==> config.mk <==
export PLATFORM = sky130hd
export DESIGN_NAME = uart_rx_deser_flat
export DESIGN_NICKNAME = d
export VERILOG_FILES = /design/src/rtl/uart_pkg.sv /design/src/rtl/uart_rx_deser_if.sv /design/src/rtl/uart_bit_timer.sv /design/src/rtl/uart_rx_deser.sv /design/src/flat_wrapper.sv
export SDC_FILE = /design/constraint.sdc
export NUM_CORES = 1
export LEC_CHECK = 0
export CAP_MARGIN = 20
export CORE_AREA = 2 2 61 63
export CTS_CLUSTER_SIZE = 30
export DETAILED_ROUTE_END_ITERATION = 6
export DIE_AREA = 0 0 63 65
export PLACE_DENSITY = 0.68
export SLEW_MARGIN = 20
export SYNTH_ARGS = -nofsm -noshare
export SYNTH_HDL_FRONTEND = slang
export SYNTH_HIERARCHICAL = 1
export SYNTH_SLANG_ARGS = --single-unit
export TNS_END_PERCENT = 20
==> constraint.sdc <==
create_clock -name i_clk -period 2.3 [get_ports i_clk]
set_input_delay 0.23 -clock i_clk [delete_from_list [all_inputs] [get_ports i_clk]]
set_output_delay 0.23 -clock i_clk [all_outputs]
set_load 0.01 [all_outputs]
==> src/rtl/uart_pkg.sv <==
// Shared types and constants for the UART receive path.
// Holds the FSM state enum, bit-period helper and MMIO constants.
package uart_pkg;

    typedef enum logic [2:0] {
        IDLE,
        START,
        DATA,
        PARITY,
        STOP,
        BREAK
    } uart_state_e;

    localparam int UART_DATA_BITS = 8;
    localparam logic [15:0] UART_ADDR_BASE = 16'h8300;
    localparam int TX_BUSY = 0;
    localparam int RX_PEND = 1;

    // Clocks per bit, rounded to nearest.
    function automatic int uart_bit_cycles(
        input int clk,
        input int baud
    );
        return (clk + baud / 2) / baud;
    endfunction

endpackage

==> src/rtl/uart_rx_deser_if.sv <==
// Received-byte handshake bundle (o_data/o_valid/i_ready).
// master: receiver drives data+valid; slave: consumer drives ready.
interface uart_rx_deser_if;
    import uart_pkg::*;

    logic [UART_DATA_BITS-1:0] o_data;
    logic                      o_valid;
    logic                      i_ready;

    modport master (
        output o_data,
        output o_valid,
        input  i_ready
    );

    modport slave (
        input  o_data,
        input  o_valid,
        output i_ready
    );

endinterface

==> src/rtl/uart_bit_timer.sv <==
// Bit-period timer: held at zero while i_run=0, then pulses o_tick
// after HALF cycles for the first tick and every BIT_CYCLES after.
module uart_bit_timer #(
    parameter int BIT_CYCLES = 50,
    parameter int HALF       = 25
) (
    input  logic i_clk,
    input  logic i_rst_n,
    input  logic i_run,
    output logic o_tick
);
    localparam int CW = $clog2(BIT_CYCLES);

    logic [CW-1:0] cnt_q, cnt_d;
    logic          first_q, first_d;

    always_comb begin
        cnt_d   = cnt_q;
        first_d = first_q;
        o_tick  = 1'b0;
        if (!i_run) begin
            cnt_d   = '0;
            first_d = 1'b1;
        end else if ((first_q && cnt_q == CW'(HALF - 1)) ||
                     (!first_q && cnt_q == CW'(BIT_CYCLES - 1))) begin
            o_tick  = 1'b1;
            cnt_d   = '0;
            first_d = 1'b0;
        end else begin
            cnt_d = cnt_q + 1'b1;
        end
    end

    always_ff @(posedge i_clk or negedge i_rst_n) begin
        if (!i_rst_n) begin
            cnt_q   <= '0;
            first_q <= 1'b1;
        end else begin
            cnt_q   <= cnt_d;
            first_q <= first_d;
        end
    end

endmodule

==> src/rtl/uart_rx_deser.sv <==
// UART receive front end: sync, start detect, mid-bit sampling,
// valid/ready output and sticky frame/overrun flags.
// Ports: i_clk, i_rst_n, i_rx, rx_if (data/valid/ready), o_frame_err,
// o_overrun, [o_parity_err], i_clr_err, o_busy.
// Optional: define UART_RX_PARITY_EN for 8E1 with o_parity_err.
module uart_rx_deser
    import uart_pkg::*;
#(
    parameter int CLK_FREQ  = 100_000_000,
    parameter int BAUD_RATE = 2_000_000
) (
    input  logic i_clk,
    input  logic i_rst_n,
    input  logic i_rx,
    uart_rx_deser_if.master rx_if,
    output logic o_frame_err,
    output logic o_overrun,
`ifdef UART_RX_PARITY_EN
    output logic o_parity_err,
`endif
    input  logic i_clr_err,
    output logic o_busy
);
    localparam int BIT_CYCLES = uart_bit_cycles(CLK_FREQ, BAUD_RATE);
    localparam int HALF       = BIT_CYCLES / 2;

    uart_state_e state_q, state_d;
    logic [1:0]  sync_q;
    logic        rx_s;
    logic [2:0]  bit_q, bit_d;
    logic [7:0]  shift_q, shift_d;
    logic [7:0]  data_q, data_d;
    logic        valid_q, valid_d;
    logic        ferr_q, ferr_d;
    logic        ovr_q, ovr_d;
    logic        tick, run, complete, ferr_set;
`ifdef UART_RX_PARITY_EN
    logic        perr_q, perr_d;
    logic        pbad_q, pbad_d;
    logic        perr_set;
`endif

    assign rx_s = sync_q[1];
    assign run  = state_q inside {START, DATA, PARITY, STOP};

    uart_bit_timer #(
        .BIT_CYCLES (BIT_CYCLES),
        .HALF       (HALF)
    ) u_timer (
        .i_clk   (i_clk),
        .i_rst_n (i_rst_n),
        .i_run   (run),
        .o_tick  (tick)
    );

    always_comb begin
        state_d  = state_q;
        bit_d    = bit_q;
        shift_d  = shift_q;
        complete = 1'b0;
        ferr_set = 1'b0;
`ifdef UART_RX_PARITY_EN
        pbad_d   = pbad_q;
        perr_set = 1'b0;
`endif
        unique case (state_q)
            IDLE: begin
`ifdef UART_RX_PARITY_EN
                pbad_d = 1'b0;
`endif
                if (!rx_s) state_d = START;
            end
            START: begin
                if (tick) begin
                    bit_d   = 3'd0;
                    state_d = rx_s ? IDLE : DATA;
                end
            end
            DATA: begin
                if (tick) begin
                    shift_d[bit_q] = rx_s;
                    bit_d = bit_q + 3'd1;
                    if (bit_q == 3'd7) begin
`ifdef UART_RX_PARITY_EN
                        state_d = PARITY;
`else
                        state_d = STOP;
`endif
                    end
                end
            end
`ifdef UART_RX_PARITY_EN
            PARITY: begin
                if (tick) begin
                    // Even parity: data plus parity bit XOR to zero.
                    if (^{shift_q, rx_s}) begin
                        pbad_d   = 1'b1;
                        perr_set = 1'b1;
                    end
                    state_d = STOP;
                end
            end
`endif
            STOP: begin
                if (tick) begin
                    if (rx_s) begin
`ifdef UART_RX_PARITY_EN
                        complete = !pbad_q;
`else
                        complete = 1'b1;
`endif
                        state_d = IDLE;
                    end else begin
                        ferr_set = 1'b1;
                        state_d  = BREAK;
                    end
                end
            end
            BREAK: begin
                if (rx_s) state_d = IDLE;
            end
            default: state_d = IDLE;
        endcase
    end

    // Output handshake and sticky flags; a set beats a clear.
    always_comb begin
        data_d  = data_q;
        valid_d = valid_q;
        ovr_d   = i_clr_err ? 1'b0 : ovr_q;
        ferr_d  = (i_clr_err ? 1'b0 : ferr_q) | ferr_set;
`ifdef UART_RX_PARITY_EN
        perr_d  = (i_clr_err ? 1'b0 : perr_q) | perr_set;
`endif
        if (valid_q && rx_if.i_ready) valid_d = 1'b0;
        if (complete) begin
            if (!valid_q || rx_if.i_ready) begin
                data_d  = shift_q;
                valid_d = 1'b1;
            end else begin
                ovr_d = 1'b1;
            end
        end
    end

    always_ff @(posedge i_clk or negedge i_rst_n) begin
        if (!i_rst_n) begin
            state_q <= IDLE;
            sync_q  <= 2'b11;
            bit_q   <= '0;
            shift_q <= '0;
            data_q  <= '0;
            valid_q <= 1'b0;
            ferr_q  <= 1'b0;
            ovr_q   <= 1'b0;
        end else begin
            state_q <= state_d;
            sync_q  <= {sync_q[0], i_rx};
            bit_q   <= bit_d;
            shift_q <= shift_d;
            data_q  <= data_d;
            valid_q <= valid_d;
            ferr_q  <= ferr_d;
            ovr_q   <= ovr_d;
        end
    end

`ifdef UART_RX_PARITY_EN
    always_ff @(posedge i_clk or negedge i_rst_n) begin
        if (!i_rst_n) begin
            perr_q <= 1'b0;
            pbad_q <= 1'b0;
        end else begin
            perr_q <= perr_d;
            pbad_q <= pbad_d;
        end
    end

    assign o_parity_err = perr_q;
`endif

    assign rx_if.o_data  = data_q;
    assign rx_if.o_valid = valid_q;
    assign o_frame_err   = ferr_q;
    assign o_overrun     = ovr_q;
    assign o_busy        = (state_q != IDLE);

endmodule

==> src/flat_wrapper.sv <==
// flat-port wrapper written by rule: the top's interface ports become plain ports
module uart_rx_deser_flat import uart_pkg::*;
#(
    parameter int CLK_FREQ  = 100_000_000,
    parameter int BAUD_RATE = 2_000_000
)
  (i_clk, i_rst_n, i_rx, o_frame_err, o_overrun, i_clr_err, o_busy, rx_if_o_data, rx_if_o_valid, rx_if_i_ready);
  uart_rx_deser_if rx_if_i ();
  input  logic i_clk;
  input  logic i_rst_n;
  input  logic i_rx;
  output logic o_frame_err;
  output logic o_overrun;
  input  logic i_clr_err;
  output logic o_busy;
  output wire logic [$bits(rx_if_i.o_data)-1:0] rx_if_o_data;
  output wire logic [$bits(rx_if_i.o_valid)-1:0] rx_if_o_valid;
  input wire logic [$bits(rx_if_i.i_ready)-1:0] rx_if_i_ready;
  assign rx_if_o_data = rx_if_i.o_data;
  assign rx_if_o_valid = rx_if_i.o_valid;
  assign rx_if_i.i_ready = rx_if_i_ready;
  uart_rx_deser #(.CLK_FREQ(CLK_FREQ), .BAUD_RATE(BAUD_RATE)) u_core (.i_clk(i_clk), .i_rst_n(i_rst_n), .i_rx(i_rx), .rx_if(rx_if_i), .o_frame_err(o_frame_err), .o_overrun(o_overrun), .i_clr_err(i_clr_err), .o_busy(o_busy));
endmodule
==> impl_metrics.yaml <==
timing:
  fin_crit_ns: 2.21
  relSlewSlack_pct: 71.7
  setup_tns_ns: 0
  finClkSkew_ns: 0.0106
  finalSetupViolCount: 0
  post-route-period-util_pct: 96.1
  finalMaxSlewViolations: 0
  hold_violations: 0
  fmaxAchievable_ghz: 0.452
  worst_pin_slew_ns: 0.425
  layout_setup_ws_ns: 0.0900
route:
  detail-route-antenna-nets: 0
  drtIter0Drc: 80
  post_drt_wl_per_cell_um: 14.8
  via_per_inst: 5.45
  drt_pre_antenna_iters: 4
  route.vias.total: 1167
  postRouteWirelength_um: 3160
  route.detailed.drc: 0
power_and_ir_drop:
  power.density_nw_per_um2: 683
  p_leak_uw: 0.000876
  vdd_ir_drop_max_mv: 0.371
placement:
  place.gp.congestion: 0.823
  place_ws_ns: 0.0606
  dp_hpwl_um: 2150
  port_buffers: 16
  place_area_um2: 1940
global_route:
  grt_pass1_vias: 1192
  globalRouteTotalUtil_pct: 17.2
  grt_pass1_wl_um: 5470
  grt_antenna_before_repair: 0
  grt_max_degree: 35
  grt-ovfl-total: 0
floorplanning:
  core_area_um2: 3500
  fp.dieArea_um2: 4100
  die_height_um: 65
  initial_core_util_pct: 47.0
  rows: 22
  die_w_um: 63
  boundaryPins: 17
flow_run:
  maxCapViolCount: 0
setup_path:
  worstPathMaxFanout: 7
  cp_cell_sequence: "inv_1 > ha_1 > nand4bb_1 > a21oi_2 > and2_2 > buf_4 > and4bb_2 > nand4b_1 > mux2_2"
  crit_required_ns: 2.52
  path_delay_family: "simple AND/OR/NAND/NOR gates"
  critical_path_arrival_ns: 2.43
  cpPeakStageDelay_ns: 0.40
  crit_path_top_delay_cell: "dfrtp_1"
  path_buf_inv: 2
  worst-setup-path-type: "flop to flop"
  crit_path_end_kind: "flop"
  cp-start-kind: "flop"
yosys:
  synth_cells: 139
  synthSimpleGateAreaFrac_pct: 18.7
  synth.avg_cell_area_um2: 11.8
  syn_nets: 149
  yosys.cell_types.count: 44
  synth-xor-area-share_pct: 0.534
  synth_top_family_by_area: "simple AND/OR/NAND/NOR gates"
  synthMuxAreaShare_pct: 10.9
  synthAdderAreaFrac_pct: 3.81
  synth-compound-area-share_pct: 10.4
  ys_ff_latch: 34
  ys_seq_area_share_pct: 52.1
  synth_area_um2: 1640
  yosysWarningCount: 6
clock_tree:
  cts_root_buf: "clkbuf_4"
  numCtsBuffers: 5
  path_clk_slew_ns: 0.11
  clock_latency_ns: 0.33
  cts_buffer_depth: 2
  tritoncts: "yes"
  clock-sinks: 34
  h-tree-depth: 2
cells_and_area:
  final_cell_mix: "30 x dfrtp_1, 16 x clkdlybuf4s50_1, 15 x mux2_2"
  diodes: 0
  design_area_um2: 2020
  nets: 175
  mostFrequentLayoutCell: "dfrtp_1"
  drive_gt1_share_pct: 30.1
  syn2layout_area_growth_pct: 23.2
status:
  status: "finished, final reports clean"
min_path:
  hp-class: "input pin to async pin"
==> cells in the mapped netlist, drive strengths merged <==
library cell / instances / area (um2)
o2bb2ai: 3 / 26.3
a21boi: 2 / 15.0
a31oi: 1 / 6.26
a32o: 1 / 10.0
dfrtp: 31 / 776
nor4b: 2 / 17.5
a22oi: 2 / 15.0
nand2: 6 / 22.5
mux2i: 1 / 10.0
nand4bb: 2 / 22.5
or2: 1 / 6.26
mux2: 15 / 169
a21oi: 2 / 13.8
or3: 3 / 20.0
o21ai: 7 / 35.0
clkbuf: 6 / 22.5
or3b: 1 / 11.3
and3b: 1 / 8.76
nand3: 4 / 25.0
and2: 1 / 6.26
a211oi: 2 / 20.0
nand2b: 3 / 18.8
inv: 9 / 33.8
nand3b: 3 / 22.5
nor2b: 1 / 6.26
and3: 1 / 6.26
and4bb: 2 / 25.0
nor3b: 3 / 33.8
o22ai: 2 / 12.5
o31ai: 1 / 7.51
o32ai: 1 / 8.76
ha: 5 / 62.6
nor4: 1 / 6.26
buf: 1 / 3.75
nor3: 2 / 10.0
nor2: 3 / 11.3
nand4b: 3 / 26.3
dfstp: 3 / 78.8
xnor2: 1 / 8.76
==> metrics by stage <==
stage	hold slack, ns	cells	utilization, %	power (uW)
5_1_grt	0.311	214	57.8	1470
2_1_floorplan	-0.0656	139	-	926
3_5_place_dp	0.350	205	55.4	1030
4_1_cts	0.293	213	57.1	1370
3_3_place_gp	0.347	205	55.4	1010
6_report	0.287	214	57.8	1380
==> cell families after synthesis <==
group	after synthesis
compound gates	24
xor+xnor	1
fa+ha+maj	5
buf+inv	16
flops	34
mux	16
simple gates	43
==> worst register-to-register path: cells and delay by family, from the launching register on <==
family	cells	cell delay, ns
flops	1	0.40
buf+inv	2	0.24
mux	1	0.29
simple gates	4	0.80
compound gates	1	0.21
fa+ha+maj	1	0.15
==> per-layer routing <==
layer | global-route usage (%) | wire [um]
met5 | 0 | 0
met4 | 8.89 | 58
met2 | 27.8 | 1550
met1 | 21.4 | 1410
met3 | 4.51 | 137
==> state kept, by name, indices dropped and copies added (netlist names), 2 cells and up <==
name                  cells
u_core/sync_q             2
u_core/bit_q              3
u_core/state_q            3
u_core/u_timer/cnt_q      6
u_core/shift_q            8
u_core/rx_if.o_data       8
==> final timing paths <==
kind	from	endpoint	slack [ns]	depth (start not counted)
max	u_core/u_timer/cnt_q[1]	u_core/shift_q[3]	0.09	9
min	i_rst_n	u_core/u_timer/cnt_q[2]	0.29	2
max reg2reg	u_core/u_timer/cnt_q[1]	u_core/shift_q[3]	0.09	9
min reg2reg	u_core/sync_q[0]	u_core/sync_q[1]	0.36	0
max in group asynchronous	i_rst_n	u_core/sync_q[1]	1.67	2
min in group i_clk	i_rx	u_core/sync_q[0]	0.32	1
==> what timing repair did <==
action                     CTS  global route
resized for setup            0             4
hold buffers                 0             0
setup endpoints to repair    0             5
setup buffers                0             1
==> cell type report <==
class	count	area [um2]
Clock buffer	7	55.1
Clock inverter	1	5.00
Fill cell	313	1470
Inverter	9	33.8
Multi-Input combinational cell	89	764
Sequential cell	34	856
Tap cell	48	60.1
Timing Repair Buffer	26	248
==> power breakdown <==
group / leakage, uW / internal, uW / total, uW / switching [uW]
Combinational: 0.000391 / 155 / 297 / 142
Sequential: 0.000450 / 670 / 746 / 76.5
Clock: 0.0000353 / 148 / 338 / 189
(Power assumes the default switching activity.)
